### config.mk
export PLATFORM = sky130hd
export DESIGN_NAME = pipeline_front_ctrl
export DESIGN_NICKNAME = d
export VERILOG_FILES = /design/src/rtl/pipeline_front_ctrl.sv
export SDC_FILE = /design/constraint.sdc
export NUM_CORES = 1
export LEC_CHECK = 0
export ABC_AREA = 1
export ABC_CLOCK_PERIOD_IN_PS = 1300
export CAP_MARGIN = 20
export CORE_MARGIN = 3
export CORE_UTILIZATION = 45
export CTS_CLUSTER_DIAMETER = 200
export DETAILED_ROUTE_END_ITERATION = 8
export GPL_TIMING_DRIVEN = 0
export MAX_ROUTING_LAYER = met4
export PLACE_DENSITY_LB_ADDON = 0.1
export SYNTH_ARGS = -nofsm -noshare
export SYNTH_HDL_FRONTEND = slang
export SYNTH_SLANG_ARGS = --single-unit
### constraint.sdc
create_clock -name clk -period 1.3 [get_ports clk]
set_input_delay 0.26 -clock clk [delete_from_list [all_inputs] [get_ports clk]]
set_output_delay 0.26 -clock clk [all_outputs]
set_load 0.005 [all_outputs]
### src/rtl/pipeline_front_ctrl.sv
// Front-end pipeline controller: PC / IF-ID / ID-EX enables for branches,
// load-use hazards and instruction-memory waits, with a fetch-timeout halt.
module pipeline_front_ctrl #(
    parameter int MAX_WAIT = 16
) (
    input  logic        clk,
    input  logic        reset,
    input  logic        imem_ready,
    input  logic        load_use,
    input  logic        branch_taken,
    output logic        pc_enable,
    output logic        if_id_enable,
    output logic        if_id_flush,
    output logic        id_ex_bubble,
    output logic        fetch_timeout,
    output logic [15:0] stall_cycles,
    output logic [1:0]  state
);

    typedef enum logic [1:0] {
        RUN     = 2'b00,
        DISCARD = 2'b01,
        HALT    = 2'b10
    } fsm_t;

    localparam logic [7:0] WAIT_LAST = 8'(MAX_WAIT - 1);

    fsm_t        state_q;
    logic [7:0]  wait_cnt;
    logic [3:0]  ctrl;
    logic        active;
    logic        timeout_hit;

    function automatic logic [15:0] sat_inc16(input logic [15:0] v);
        return (v == 16'hFFFF) ? v : v + 16'd1;
    endfunction

    function automatic logic [7:0] sat_inc8(input logic [7:0] v);
        return (v == 8'hFF) ? v : v + 8'd1;
    endfunction

    // Encoding 11 is not in the active set, so it behaves exactly like HALT.
    assign active      = (state_q == RUN) || (state_q == DISCARD);
    assign timeout_hit = active && !imem_ready && (wait_cnt == WAIT_LAST);

    // ctrl = {pc_enable, if_id_enable, if_id_flush, id_ex_bubble}
    always_comb begin
        ctrl = 4'b0011;
        if (reset) begin
            case (state_q)
                RUN: begin
                    if (branch_taken)     ctrl = 4'b1011;
                    else if (load_use)    ctrl = 4'b0001;
                    else if (!imem_ready) ctrl = 4'b0010;
                    else                  ctrl = 4'b1100;
                end
                DISCARD: begin
                    ctrl = branch_taken ? 4'b1011 : 4'b0010;
                end
                default: ctrl = 4'b0011;
            endcase
        end
    end

    assign pc_enable    = ctrl[3];
    assign if_id_enable = ctrl[2];
    assign if_id_flush  = ctrl[1];
    assign id_ex_bubble = ctrl[0];
    assign state        = state_q;

    always_ff @(posedge clk or negedge reset) begin
        if (!reset) begin
            state_q       <= RUN;
            wait_cnt      <= 8'd0;
            fetch_timeout <= 1'b0;
            stall_cycles  <= 16'd0;
        end else begin
            case (state_q)
                RUN: begin
                    if (timeout_hit)                      state_q <= HALT;
                    else if (branch_taken && !imem_ready) state_q <= DISCARD;
                    else                                  state_q <= RUN;
                end
                DISCARD: begin
                    // A new branch restarts the fetch, so the in-flight one is still junk.
                    if (timeout_hit)       state_q <= HALT;
                    else if (branch_taken) state_q <= DISCARD;
                    else if (imem_ready)   state_q <= RUN;
                    else                   state_q <= DISCARD;
                end
                default: state_q <= HALT;
            endcase

            if (active) begin
                wait_cnt <= imem_ready ? 8'd0 : sat_inc8(wait_cnt);
                if (!pc_enable)
                    stall_cycles <= sat_inc16(stall_cycles);
            end

            if (timeout_hit)
                fetch_timeout <= 1'b1;
        end
    end

endmodule

### Yosys cells after proc, flatten, opt, wreduce, memory -nomap -nowiden

Index checks and enable logic that the tools add are counted.

| cells by class | value |
|---|---|
| $add $sub $neg | 2 |
| $mul | 0 |
| div/mod/pow operators | 0 |
| order comparisons | 0 |
| eq/ne operators | 5 |
| shift-type cells | 0 |
| muxes and demuxes | 14 |
| bitwise logic cells | 2 |
| reduce and logical (&&, ||, !) cells | 8 |

Operator list:

| cell | number |
|---|---|
| $mux W4 | 5 |
| $add A16 B1 Y16 const B | 1 |
| $eq A16 B16 Y1 const B | 1 |
| $mux W8 | 2 |
| $add A8 B1 Y8 const B | 1 |
| $eq A8 B4 Y1 const B | 1 |
| $eq A8 B8 Y1 const B | 1 |
| $pmux W4 S2 | 1 |
| $mux W2 | 2 |
| $pmux W2 S2 | 1 |
| $logic_and A1 B1 Y1 | 3 |
| $mux W1 | 3 |
| $reduce_and A3 Y1 | 1 |
| $eq A2 B1 Y1 const B | 1 |
| $logic_not A2 Y1 | 1 |
| $ne A2 B2 Y1 const B | 1 |
| $not A1 Y1 | 2 |
| $reduce_and A2 Y1 | 1 |
| $logic_not A1 Y1 | 1 |
| $logic_or A1 B1 Y1 | 1 |

| storage, ports and cells | value |
|---|---|
| flip-flop bits (word level) | 27 |
| bits in latches | 0 |
| RAM bits | 0 |
| bits in read-only memories | 0 |
| bits of input ports | 5 |
| output and inout bits | 23 |
| logic and storage cells | 35 |
| memories | 0 |

### Logic depth before layout (Yosys ltp)

| depth | value |
|---|---|
| word-level depth | 7 |
| depth in mapped cells | 10 |
| depth with buffers taken out | 9 |

### Worst setup path before layout

No wires, ideal clock.

| timing | value |
|---|---|
| path kind | register to register |
| from | reg stall_cycles[0] |
| to | reg stall_cycles[5] |
| setup time | 0.117 ns |
| arrival time | 1.294 ns |
| data required time | 1.183 ns |
| setup slack | -0.110 ns |
| cell stages (with the launch flop) | 8 |
| path buffers | 1 |
| period minus slack after synthesis | 1.410 ns |
| cells stage by stage | dfrtp_1 ha_1 nand2_1 nor2_4 nand4_4 buf_2 nand3_1 nand2_1 |

| between the ends | value |
|---|---|
| cells in the longest elaborated chain, start to end | 3 |
| elaborated cells between the ends (all ways) | 4 |
| classes of those cells | add/sub: 1; eq/ne: 1; bitwise: 1; reduce/logical: 1 |

Ends and longest elaborated chain:

| what | line | RTL |
|---|---|---|
| start, declared | 16 | `output logic [15:0] stall_cycles,` |
| start signal, assigned | 97 | `stall_cycles <= sat_inc16(stall_cycles);` |
| branches (longest 3 deep; another with $add A16 B1 Y16) | - |  |

Several ways; the timed one is not identified.
A chain may end at the register's enable or synchronous reset.

### Final worst setup path

| timing | value |
|---|---|
| from | reg state_q[1], in the netlist state[1] |
| to | out if_id_flush |

| between the ends | value |
|---|---|
| cells in the longest elaborated chain, start to end | 3 |
| elaborated cells between the ends (all ways) | 4 |
| classes of those cells | eq/ne: 1; mux: 2; reduce/logical: 1 |

Ends and longest elaborated chain:

| what | line | RTL |
|---|---|---|
| start, declared | 28 | `fsm_t state_q;` |
| start signal, assigned | 73 | `state_q <= RUN;` |
| start signal, assigned | 80 | `if (timeout_hit) state_q <= HALT;` |
| start signal, assigned | 81 | `else if (branch_taken && !imem_ready) state_q <= DISCARD;` |
| $eq A2 B1 Y1 or $logic_not A2 Y1 (tied branches) | 50 | `case (state_q)` |
| $pmux W4 S2 * | 50 |  |
| $mux W4 * | 49 | `if (reset) begin` |
| end, declared | 13 | `output logic if_id_flush,` |

Mark *: on every way between the ends. The rest lies on a longest branch, timed or not.

==> run metrics <==
Final Util=76.1%; Yosys warnings=0; via-per-instance ratio=5.15; hpwl dp=2710 um; post-synth top area share=39.6%; cell taking the most area after synthesis=dfrtp_1; Slew Limit Fails=0; area delta synth->final=55.8%; Synth cell types=24; Root Buffer=clkbuf_8; GRT Total Usage=21.9%; overall power=1.39 mW; Die Wd=67.6 um; FMAX=696 MHz; max-cap viol count=0; antenna violations before repair=0; Starting Density=48.8%; detailed-route via count=1926; CTS Sinks=27; ANT nets after route=0; Clk Latency, worst-skew pair=0.27 ns; multiplexer area fraction after synthesis=0%; Worst Setup End Kind=output pin; fin crit period=1.44 ns; most numerous cell in the Yosys netlist=nand2_1; setup TNS=-1.98 ns; reg2reg path depth=8; TritonRoute pass-1 iters=4; WP data arrival=1.18 ns; Synth Instances=251; Clk pin slew, worst setup/hold paths=0.10 ns; row cnt=21; Static Leak=1.36 nW; r2r setup slk=-0.09 ns; Post-Syn Area=0.00171 sq mm; DR DRC count=0; CTS Buffer Depth=2; ANT cells=0; CTS tree=done; final hold vios=0; Syn Area/Cell=6.80 sq um; worst-path fanout max=4; Slew @ Worst Pin=0.420 ns; Boundary Pins=28; startpoint types=register; slew margin rel.=71.9%; R2R Path Start=stall_cycles[1]$_DFFE_PN0P_; Core Area=0.00349 sq mm; Synth area leaders=dfrtp_1, nand2_1, nand3_1; failing checks=setup timing; clk_skew=0.00734 ns; worst vdd ir=326 uV; layout cells sized above 1=37.2%; Synth Net Count=258; CTS H-tree lvls=1; first-pass GRT wire length=7470 um; outcome=finished, violations left; Adder-Cell Fraction of Synth Area=1.47%; gpl congestion=0.863; combinational family with the most area after synthesis=simple AND/OR/NAND/NOR gates; RSZ-0062 raised after global routing=yes; flops & latches, synth=27; vias in the first global route=1638; pre-CTS setup slack=-0.935 ns; number of synthesized flops with an enable pin=0; final worst-path cycle share=111%; r2r endpoint=stall_cycles[5]$_DFFE_PN0P_; die area=0.00457 sq mm; Wirelength per Cell=12.9 um; total gr overflow=0; critical path class=register to output pin; Port-buffer cells=27; fin worst setup slack=-0.137 ns; Iter 0 DRT Violations=107; total power per unit cell area=522 mW/mm^2; synth cell count leaders=nand2_1, dfrtp_1, nand3_1; HP Class=input pin to asynchronous set/reset pin; Final Setup Violations=29; Synth Area in Simple Gates=42.9%; sequential share of the synthesized area=39.6%; post-synthesis xor/xnor area fraction=2.57%; top_reg_cell synth=dfrtp_1; final wirelength=4830 um; Req. time, crit path=1.04 ns; Die Span Y=67.6 um; largest net degree at the start of global routing=20; CTS buffer count=3; Async S/R FF share, synth=100%; compound-gate portion of the synthesized area=6.09%; Final #Nets=336
==> cell usage in the layout (no fill, tap or decap), types with 2 or more instances in the layout <==
master and count:
a21oi_1 2, buf_2 4, buf_4 36, buf_6 10, buf_8 2, clkbuf_2 2
clkbuf_8 3, dfrtp_1 22, dfrtp_2 5, dlygate4sd2_1 20, inv_1 19, inv_2 6
nand2_1 78, nand2_2 21, nand2_4 6, nand3_1 20, nand3_2 3, nand3_4 2
nand3b_1 3, nand4_1 6, nor2_1 16, nor2_2 5, nor2_4 5, o21ai_0 3
o21ai_1 8, o21ai_2 2, xor2_1 5
==> worst max-delay path, cell delays in order (launching register included) <==
cell      delay, ns
dfrtp_1        0.41
inv_2          0.09
nand2_4        0.08
nor2_4         0.09
o211ai_1       0.08
buf_2          0.14
==> logic make-up (layout without fill, tap and decap cells) <==
| kind of cell | Yosys count | in the layout |
|---|---|---|
| adders and majority gates | 2 | 2 |
| AOI/OAI and AO/OA | 19 | 19 |
| xor gates and xnor gates | 5 | 5 |
| DFF | 27 | 27 |
| and+or+nand+nor | 168 | 168 |
| buffers and inverters | 30 | 107 |
==> final cells by class <==
| class | instances | area [sq um] |
|---|---|---|
| fill | 284 | 836 |
| timing repair buffer | 73 | 622 |
| clock buffer | 3 | 41.3 |
| clock inverter | 1 | 5.00 |
| sequential | 27 | 682 |
| inverter | 26 | 97.6 |
| buffer | 4 | 45.0 |
| tap | 46 | 57.6 |
| multi-input combinational | 194 | 1110 |
==> worst max-delay path by stage <==
| stage | from | endpoint | cells past startpoint |
|---|---|---|---|
| after global placement | reset | if_id_enable | 4 |
| after floorplan | stall_cycles[1]$_DFFE_PN0P_ | stall_cycles[4]$_DFFE_PN0P_ | 7 |
| after global routing | stall_cycles[1]$_DFFE_PN0P_ | stall_cycles[11]$_DFFE_PN0P_ | 10 |
| after CTS | stall_cycles[1]$_DFFE_PN0P_ | stall_cycles[11]$_DFFE_PN0P_ | 9 |
| final | state[1]$_DFF_PN0_ | if_id_flush | 5 |
| after detailed placement | reset | if_id_enable | 4 |
==> registers in the layout, indices dropped and copies added (netlist names) <==
register,flops
state,2
stall_cycles,16
wait_cnt,8
fetch_timeout,1
==> stage by stage <==
| stage | area, sq um | hold WS (ns) | std cells |
|---|---|---|---|
| 2_1_floorplan | 1740 | -0.0356 | 251 |
| 3_3_place_gp | 2060 | 0.477 | 324 |
| 3_5_place_dp | 2080 | 0.470 | 325 |
| 4_1_cts | 2520 | 0.0654 | 369 |
| 5_1_grt | 2660 | 0.0850 | 374 |
| 6_report | 2660 | 0.0764 | 374 |
==> report_power, final <==
| part | leakage [nW] | switching, mW | internal (mW) |
|---|---|---|---|
| Clock | 0.0255 | 0.275 | 0.215 |
| Sequential | 0.364 | 0 | 0.839 |
| Combinational | 0.971 | 0.0408 | 0.0173 |
==> layer usage <==
layer	vias to the layer above	routed length (um)	track usage, %
li1	961	-	-
met1	909	2200	30.3
met2	54	2320	34.5
met3	2	287	2.16
met4	0	24	5.32
met5	-	0	-
==> repair_timing <==
item / CTS / global route
gates resized for setup: 86 / 42
endpoints found under the hold margin: 8 / 0
hold buffers: 1 / 0
cloned: 2 / 0
setup buffers: 37 / 5
pin swaps: 13 / 20
setup endpoints to repair: 48 / 32
No activity file was read; power rests on OpenSTA's default activity.
